==> config.mk <==
export PLATFORM = sky130hd
export DESIGN_NAME = vram_fetch
export DESIGN_NICKNAME = d
export VERILOG_FILES = /design/src/rtl/vram_fetch.sv
export SDC_FILE = /design/constraint.sdc
export NUM_CORES = 1
export LEC_CHECK = 0
export BUFFER_PORTS_ARGS = -buffer_cell sky130_fd_sc_hd__buf_2
export CORE_ASPECT_RATIO = 0.5
export CORE_MARGIN = 2
export CORE_UTILIZATION = 51
export CTS_BUF_LIST = sky130_fd_sc_hd__clkbuf_8 sky130_fd_sc_hd__clkbuf_16
export CTS_CLUSTER_DIAMETER = 120
export CTS_CLUSTER_SIZE = 25
export DETAILED_ROUTE_END_ITERATION = 12
export PLACE_DENSITY = 0.76
export RECOVER_POWER = 100
export SYNTH_ARGS = -nofsm -noshare
export SYNTH_HDL_FRONTEND = slang
export SYNTH_SLANG_ARGS = --single-unit
export TNS_END_PERCENT = 1
==> constraint.sdc <==
create_clock -name clk -period 2.4 [get_ports clk]
set_clock_uncertainty 0.05 [all_clocks]
set_input_delay 0 -clock clk [delete_from_list [all_inputs] [get_ports clk]]
set_output_delay 0 -clock clk [all_outputs]
set_load 0.02 [all_outputs]
==> src/rtl/vram_fetch.sv <==
// Read engine for video RAM port B. It streams COUNT bytes starting at BASE into a valid/ready byte stream.
// Reads are issued only against credit: FIFO occupancy plus reads in flight. This keeps RAM latency from overflowing the output FIFO.
module vram_fetch #(
   parameter int AW    = 15,
   parameter int DW    = 8,
   parameter int DEPTH = 4,
   parameter int LAT   = 2
) (
   input  logic          clk,
   input  logic          rst_n,
   input  logic          start,
   input  logic          abort,
   input  logic [AW-1:0] base_addr,
   input  logic [7:0]    count,
   output logic          busy,
   output logic          done,
   output logic [AW-1:0] ram_ad,
   output logic          ram_ce,
   output logic          ram_oce,
   input  logic [DW-1:0] ram_dout,
   output logic [DW-1:0] m_data,
   output logic          m_valid,
   input  logic          m_ready,
   output logic [1:0]    dbg_state
);

   localparam int PW = $clog2(DEPTH);
   localparam int CW = PW + 2;

   typedef enum logic [1:0] {
      S_IDLE  = 2'd0,
      S_RUN   = 2'd1,
      S_DRAIN = 2'd2
   } state_t;

   state_t           state_q, state_d;
   logic [AW-1:0]    base_q, base_d;
   logic [7:0]       count_q, count_d;
   logic [7:0]       issued_q, issued_d;
   logic [LAT-1:0]   pipe_q, pipe_d;
   logic [PW-1:0]    wr_ptr_q, wr_ptr_d;
   logic [PW-1:0]    rd_ptr_q, rd_ptr_d;
   logic [CW-1:0]    fcnt_q, fcnt_d;
   logic             done_q, done_d;
   logic [DW-1:0]    mem_q [DEPTH];
   logic [CW-1:0]    inflight;
   logic             fifo_wr, fifo_rd, credit_ok;

   // Stream handshake: a byte moves when m_valid & m_ready are both high at posedge.
   // m_valid never depends on m_ready, and m_data holds steady while m_valid is high and the byte has not been taken.
   always_comb begin
      inflight = '0;
      for (int i = 0; i < LAT; i++) inflight = inflight + CW'(pipe_q[i]);
   end

   assign credit_ok = (fcnt_q + inflight) < CW'(DEPTH);
   assign ram_ce    = (state_q == S_RUN) && credit_ok && !abort;
   assign ram_ad    = base_q + {{(AW-8){1'b0}}, issued_q};
   assign ram_oce   = 1'b1;
   assign fifo_wr   = pipe_q[LAT-1];
   assign m_valid   = (fcnt_q != '0);
   assign m_data    = mem_q[rd_ptr_q];
   assign fifo_rd   = m_valid && m_ready;
   assign busy      = (state_q != S_IDLE);
   assign done      = done_q;
   assign dbg_state = state_q;

   always_comb begin
      state_d  = state_q;
      base_d   = base_q;
      count_d  = count_q;
      issued_d = ram_ce ? issued_q + 8'd1 : issued_q;
      pipe_d   = (pipe_q << 1) | LAT'(ram_ce);
      wr_ptr_d = fifo_wr ? wr_ptr_q + PW'(1) : wr_ptr_q;
      rd_ptr_d = fifo_rd ? rd_ptr_q + PW'(1) : rd_ptr_q;
      fcnt_d   = fcnt_q + CW'(fifo_wr) - CW'(fifo_rd);
      done_d   = 1'b0;
      case (state_q)
         S_IDLE: begin
            if (start) begin
               if (count != 8'd0) begin
                  state_d  = S_RUN;
                  base_d   = base_addr;
                  count_d  = count;
                  issued_d = 8'd0;
               end else begin
                  done_d = 1'b1;
               end
            end
         end
         S_RUN: begin
            if (ram_ce && (issued_q == count_q - 8'd1)) state_d = S_DRAIN;
         end
         S_DRAIN: begin
            // Leave as the last byte is taken, so done lands one cycle after that transfer.
            if ((fcnt_d == '0) && (pipe_d == '0)) begin
               state_d = S_IDLE;
               done_d  = 1'b1;
            end
         end
         default: state_d = S_IDLE;
      endcase
      if (abort) begin
         state_d  = S_IDLE;
         pipe_d   = '0;
         wr_ptr_d = '0;
         rd_ptr_d = '0;
         fcnt_d   = '0;
         done_d   = 1'b0;
      end
   end

   always_ff @(posedge clk) begin
      if (!rst_n) begin
         state_q  <= S_IDLE;
         base_q   <= '0;
         count_q  <= '0;
         issued_q <= '0;
         pipe_q   <= '0;
         wr_ptr_q <= '0;
         rd_ptr_q <= '0;
         fcnt_q   <= '0;
         done_q   <= 1'b0;
      end else begin
         state_q  <= state_d;
         base_q   <= base_d;
         count_q  <= count_d;
         issued_q <= issued_d;
         pipe_q   <= pipe_d;
         wr_ptr_q <= wr_ptr_d;
         rd_ptr_q <= rd_ptr_d;
         fcnt_q   <= fcnt_d;
         done_q   <= done_d;
      end
   end

   always_ff @(posedge clk) begin
      if (fifo_wr) mem_q[wr_ptr_q] <= ram_dout;
   end

endmodule

=== Yosys cells after proc, flatten, opt, wreduce, memory -nomap -nowiden ===
Memory sizes are Yosys's and may differ from the RTL's. A register that Yosys moved wholly into a read port is not among the register bits.
Index checks and enable logic that the tools add are counted.

* RAM bits: 32
* Memories: 1
* Register bits after elaboration: 44
* Word-level logic and storage cells: 61

* $lt $le $gt $ge: 1
* Reductions and logical operators: 15
* Muxes and demuxes: 17
* Equal/unequal tests: 7
* $add $sub $neg: 9
* Bitwise operators: 2

{| class="wikitable"
|+ Memories
! memory !! depth !! width !! read ports !! clocked after memory_dff !! wr ports !! line !! RTL
|-
| mem_q || 4 || 8 || 1 || 1 || 1 || 45 || <nowiki>logic [DW-1:0] mem_q [DEPTH];</nowiki>
|}

{| class="wikitable"
|+ Operators by type and width
! cell !! count
|-
| 2-to-1 mux 8 bit || 4
|-
| adder 15 x 8 -> 15 bit || 1
|-
| 2-to-1 mux 2 bit || 6
|-
| adder 8 x 1 -> 8 bit, second input constant || 1
|-
| equality test 8 bit || 1
|-
| nonzero test 8 bit || 1
|-
| subtractor 8 x 1 -> 8 bit, second input constant || 1
|-
| != test 2 bit, second input constant || 3
|-
| one-hot mux 2 bit (3 select lines) || 1
|-
| logical AND 1 bit || 5
|-
| 2-to-1 mux 1 bit || 5
|-
| adder 2 x 1 -> 2 bit, second input constant || 2
|-
| adder 4 x 1 -> 4 bit || 1
|-
| adder 4 x 2 -> 4 bit || 1
|-
| logical NOT 2 bit || 2
|-
| logical NOT 4 bit || 1
|-
| < comparator 4 x 3 -> 1 bit, second input constant || 1
|-
| AND reduction 4 bit || 1
|-
| nonzero test 4 bit || 1
|-
| subtractor 4 x 1 -> 4 bit || 1
|-
| AND reduction 3 bit || 1
|-
| adder 1 x 1 -> 2 bit || 1
|-
| equality test 2 x 1 -> 1 bit, second input constant || 1
|-
| equality test 2 bit, second input constant || 1
|-
| other kinds (7) || 7
|}

=== Logic depth before layout (Yosys ltp) ===
* Depth in word-level cells: 10
* Depth in mapped cells: 13

=== Worst setup path after synthesis ===
Ideal clock, no wire load.

* Kind: register to register
* From: reg fcnt_q[2]
* To: reg done_q, in the netlist done
* Data arrival time: 2.431 ns
* Library setup time: 0.131 ns
* Path buffers: 0
* Slack: -0.212 ns
* Required time: 2.219 ns
* Stages on the path, launching flop included: 14
* Cells stage by stage: dfxtp_1 inv_1 ha_1 nand3_1 and2_1 ha_1 inv_1 ha_1 inv_1 fa_1 xor2_1 and3_1 a41oi_1 nor3_1

* Elaborated cells between the ends (all ways): 14
* Those cells by class: 3 x add/sub; 1 x order compare; 2 x mux; 1 x bitwise; 7 x reduce/logical

{| class="wikitable"
|+ RTL lines
! item !! line !! RTL
|-
| start: declaration || 43 || <nowiki>logic [CW-1:0] fcnt_q, fcnt_d;</nowiki>
|-
| start signal: assignment || 132 || <nowiki>fcnt_q <= fcnt_d;</nowiki>
|-
| nonzero test 4 bit || 61 || <nowiki>assign m_valid = (fcnt_q != '0);</nowiki>
|-
| net m_valid || 22 || <nowiki>output logic m_valid,</nowiki>
|-
| logical AND 1 bit || 63 || <nowiki>assign fifo_rd = m_valid && m_ready;</nowiki>
|-
| net fifo_rd || 47 || <nowiki>logic fifo_wr, fifo_rd, credit_ok;</nowiki>
|-
| subtractor 4 x 1 -> 4 bit || 76 || <nowiki>fcnt_d = fcnt_q + CW'(fifo_wr) - CW'(fifo_rd);</nowiki>
|-
| logical NOT 4 bit || 96 || <nowiki>if ((fcnt_d == '0) && (pipe_d == '0)) begin</nowiki>
|-
| logical AND 1 bit || 96 ||
|-
| 2-to-1 mux 1 bit || 96 ||
|-
| one-hot mux 1 bit (2 select lines) || 78 || <nowiki>case (state_q)</nowiki>
|-
| end signal: assignment || 133 || <nowiki>done_q <= done_d;</nowiki>
|-
| end: declaration || 44 || <nowiki>logic done_q, done_d;</nowiki>
|}

The timed path passes the listed nets, and every way through them passes these cells.
A chain may end at the register's enable or synchronous reset.

=== Worst setup path after layout ===
* From: reg base_q[0]
* To: out ram_ad[14]

* Longest elaborated chain between the ends: 1

{| class="wikitable"
|+ RTL lines
! item !! line !! RTL
|-
| start: declaration || 37 || <nowiki>logic [AW-1:0] base_q, base_d;</nowiki>
|-
| start signal: assignment || 126 || <nowiki>base_q <= base_d;</nowiki>
|-
| adder 15 x 8 -> 15 bit || 58 || <nowiki>assign ram_ad = base_q + {{(AW-8){1'b0}}, issued_q};</nowiki>
|-
| end: declaration || 17 || <nowiki>output logic [AW-1:0] ram_ad,</nowiki>
|}

Every way passes these cells.

==> results.sh <==
export IMPL_status="completed"
export IMPL_reg2reg_to="done"
export IMPL_clkTransAtPathRegs_ns=0.06
export IMPL_nets=519
export IMPL_drv_cap=0
export IMPL_portBuffers=64
export IMPL_drc_errors=0
export IMPL_slowest_stage="dfxtp_4"
export IMPL_synth_cell_types=52
export IMPL_layout_min_cycle_time_ns=2.355
export IMPL_r2r_cells=13
export IMPL_initial_core_util=0.5307
export IMPL_syn_area_per_cell_um2=11.06
export IMPL_finalNonFillerCells=561
export IMPL_crit_path_max_incr_delay_ns=0.36
export IMPL_routedWlPerCell_um=16.14
export IMPL_finalSetupViolCount=0
export IMPL_tightest_slew_ns=0.6057
export IMPL_syn_nets=413
export IMPL_die_width_um=127.9
export IMPL_start_kind="flip-flop"
export IMPL_crit_chain="ha_4 > inv_2 > fa_2 > nor2b_2 > o31a_1 > o31ai_4 > a211oi_2 > xor2_1 > buf_4"
export IMPL_antennaDiodeCount=0
export IMPL_crit_fanout=5
export IMPL_grt_max_degree=30
export IMPL_grt_usage=0.2257
export IMPL_ir_drop_uv=369.4
export IMPL_r2r_start="fcnt_q[3]"
export IMPL_placement_rows=22
export IMPL_powerDensity_nw_per_um2=723.8
export IMPL_via_count=2989
export IMPL_hold_worst_slack_ns=0.03029
export IMPL_clkPwrFrac=0.387
export IMPL_grt_pass1_vias=3069
export IMPL_r2r_setup_slack_ns=0.05
export IMPL_ant_nets=0
export IMPL_cts_max_level=3
export IMPL_grt_setup_unrepaired="true"
export IMPL_hold_class="input pin to flip-flop"
export IMPL_seq_area_frac_synth=0.4807
export IMPL_syn_cell_area_um2=3915
export IMPL_insertion_delay_ns=0.34
export IMPL_cts_num_sinks=78
export IMPL_intPower_mw=2.763
export IMPL_place_inst=511
export IMPL_crit_path_end_kind="output port"
export IMPL_swShare=0.2696
export IMPL_wirelength_um=9056
export IMPL_dp_hpwl_um=5613
export IMPL_globalRouteOverflowTotal=0
export IMPL_setup_worst_path_class="flip-flop to output port"
export IMPL_io_pins=66
export IMPL_via_per_inst=5.328
export IMPL_fmax_mhz=424.7
export IMPL_firstDrtPassIters=4
export IMPL_leakage_nw=2.017
export IMPL_power_switching_mw=1.020
export IMPL_pwr_share_seq=0.392
export IMPL_setup_slack_ns=0.04512
export IMPL_synthCells=354
export IMPL_min_to="rd_ptr_q[1]"
export IMPL_synth_flop_cell="dfxtp_1"
export IMPL_die_area_um2=8436
export IMPL_hold_viol=0
export IMPL_async_reset_ff_frac=0
export IMPL_arrival_ns=2.30
export IMPL_core_um2=7377
export IMPL_cts_buffer_depth=2
export IMPL_numCtsBuffers=9
export IMPL_first_iter_violations=162
export IMPL_gp_congestion=0.8306
export IMPL_min_from="m_ready"
export IMPL_synth_edf_count=32
export IMPL_pwr_share_comb=0.221
export IMPL_fin_tns_setup_ns=0
export IMPL_finalPower_mw=3.783
export IMPL_grt_pass1_wl_um=14590
export IMPL_grt_antenna_before_repair=0
export IMPL_pre_cts_ws_ns=-0.04710
export IMPL_die_height_um=65.96
export IMPL_hold_depth=4
export IMPL_slew_viol_final=0
export IMPL_maxSlewHeadroom=0.5960
export IMPL_root_buffer="clkbuf_16"
export IMPL_ys_warn_count=0
export IMPL_cts_tree="yes"
export IMPL_ys_ff_latch=78
export IMPL_required_ns=2.35
export IMPL_timing_final_crit_share=0.9812
export IMPL_syn2layout_area_growth_pct=33.49
export IMPL_drive_above_1_share=0.2409
[cells in the final DEF (no fill, tap or decap), types with 5 or more instances in the layout]
cell type | netlist | routed
a21oi_1 | 15 | 14
and2_0 | 0 | 5
buf_2 | 3 | 35
buf_4 | 1 | 15
clkbuf_1 | 7 | 25
clkbuf_16 | 0 | 9
dfxtp_1 | 46 | 40
dfxtp_2 | 0 | 5
dlygate4sd3_1 | 0 | 32
edfxtp_1 | 32 | 32
ha_1 | 21 | 12
ha_4 | 0 | 7
inv_1 | 20 | 17
inv_2 | 2 | 6
mux2i_1 | 22 | 22
mux4_2 | 8 | 8
nand2_1 | 13 | 13
nor2_1 | 24 | 24
nor2b_1 | 27 | 26
o211ai_1 | 5 | 5
or3_1 | 5 | 5
or4_1 | 6 | 6
xnor2_1 | 17 | 17
xor2_1 | 13 | 12
[timing repair]
action	4_1_cts	5_1_grt
buffers inserted	1	2
hold buffers	32	0
endpoints found under the hold margin	57	0
resized for setup	26	18
endpoints found under the setup margin	9	10
pin swaps	9	12
[synthesized netlist by cell type, drive strengths merged, types with 8 or more instances]
library cell,n,area (um^2)
xnor2,17,148.9
ha,21,262.8
edfxtp,32,960.9
o21ai,8,40.03
and2,9,56.30
mux2i,22,220.2
nand2,13,48.80
xor2,13,113.9
inv,22,82.58
a21oi,15,75.07
nor2,24,90.09
mux4,8,180.2
dfxtp,46,920.9
nor2b,27,168.9
[flip-flops by register name (all words and copies together) (netlist names), named ones only]
name       cells
fcnt_q         4
dbg_state      2
base_q        15
done           1
mem_q         32
pipe_q         2
issued_q       8
rd_ptr_q       2
count_q        8
wr_ptr_q       2
[per-layer routing]
metal / vias to the layer above / wire (um) / share of wire / track usage
met2: 70 / 4741 / 0.52 / 0.4158
met5: - / 0 / 0 / 0
met1: 1440 / 3857 / 0.43 / 0.2559
met3: 12 / 351 / 0.039 / 0.06311
met4: 0 / 105 / 0.012 / 0.07830
li1: 1467 / - / - / -
[stage by stage]
| step | utilization | instance area [um^2] |
|---|---|---|
| 6_report | 0.7084 | 5226 |
| 3_5_place_dp | 0.5974 | 4407 |
| 5_1_grt | 0.7084 | 5226 |
| 4_1_cts | 0.6998 | 5162 |
| 2_1_floorplan | - | 3943 |
| 3_3_place_gp | 0.5974 | 4407 |
[cells by family (layout without fill, tap and decap cells)]
group | after synthesis | in the layout | share of synthesized area
simple gates | 108 | 108 | 0.1521
flops | 78 | 78 | 0.4807
mux | 30 | 30 | 0.1023
buf+inv | 35 | 146 | 0.03739
xor+xnor | 30 | 30 | 0.06711
fa+ha+maj | 23 | 23 | 0.07734
compound gates | 49 | 49 | 0.08214
other cells | 1 | 1 | 0.0009579
[power groups by stage]
stage / Combinational (mW) / Clock, mW / Sequential, mW
finish: 0.837 / 1.46 / 1.48
global route: 0.921 / 1.55 / 1.49
CTS: 0.788 / 1.49 / 1.48
detailed placement: 0.676 / 0 / 1.50
global placement: 0.653 / 0 / 1.50
floorplan: 0.503 / 0 / 1.49
[worst max-delay path by stage]
stage | startpoint | to | slack, ns | cells after the start
finish | base_q[0] | ram_ad[14] | 0.05 | 9
floorplan | fcnt_q[2] | dbg_state[1] | -0.004 | 12
detailed placement | fcnt_q[2] | dbg_state[1] | -0.05 | 13
global placement | fcnt_q[2] | dbg_state[1] | 0.03 | 12
global route | base_q[0] | ram_ad[14] | -0.06 | 9
CTS | issued_q[0] | ram_ad[14] | -0.01 | 9
[area by class of cell]
| type | instances | area [um^2] |
|---|---|---|
| Multi-Input combinational cell | 241 | 2087 |
| Clock buffer | 9 | 225.2 |
| Clock inverter | 7 | 97.59 |
| Timing Repair Buffer | 108 | 721.9 |
| Fill cell | 534 | 2151 |
| Inverter | 22 | 82.58 |
| Sequential cell | 78 | 1892 |
| Tap cell | 96 | 120.1 |
[worst max-delay path, delay by kind of cell, from the launching register on]
family | cells | cell delay (ns)
AND/OR/NAND/NOR | 1 | 0.15
flip-flops | 1 | 0.36
XOR/XNOR | 1 | 0.20
AO/OA/AOI/OAI | 3 | 0.56
adder cells (fa/ha/maj) | 2 | 0.50
buffers and inverters | 2 | 0.21
(Power assumes the default switching activity.)
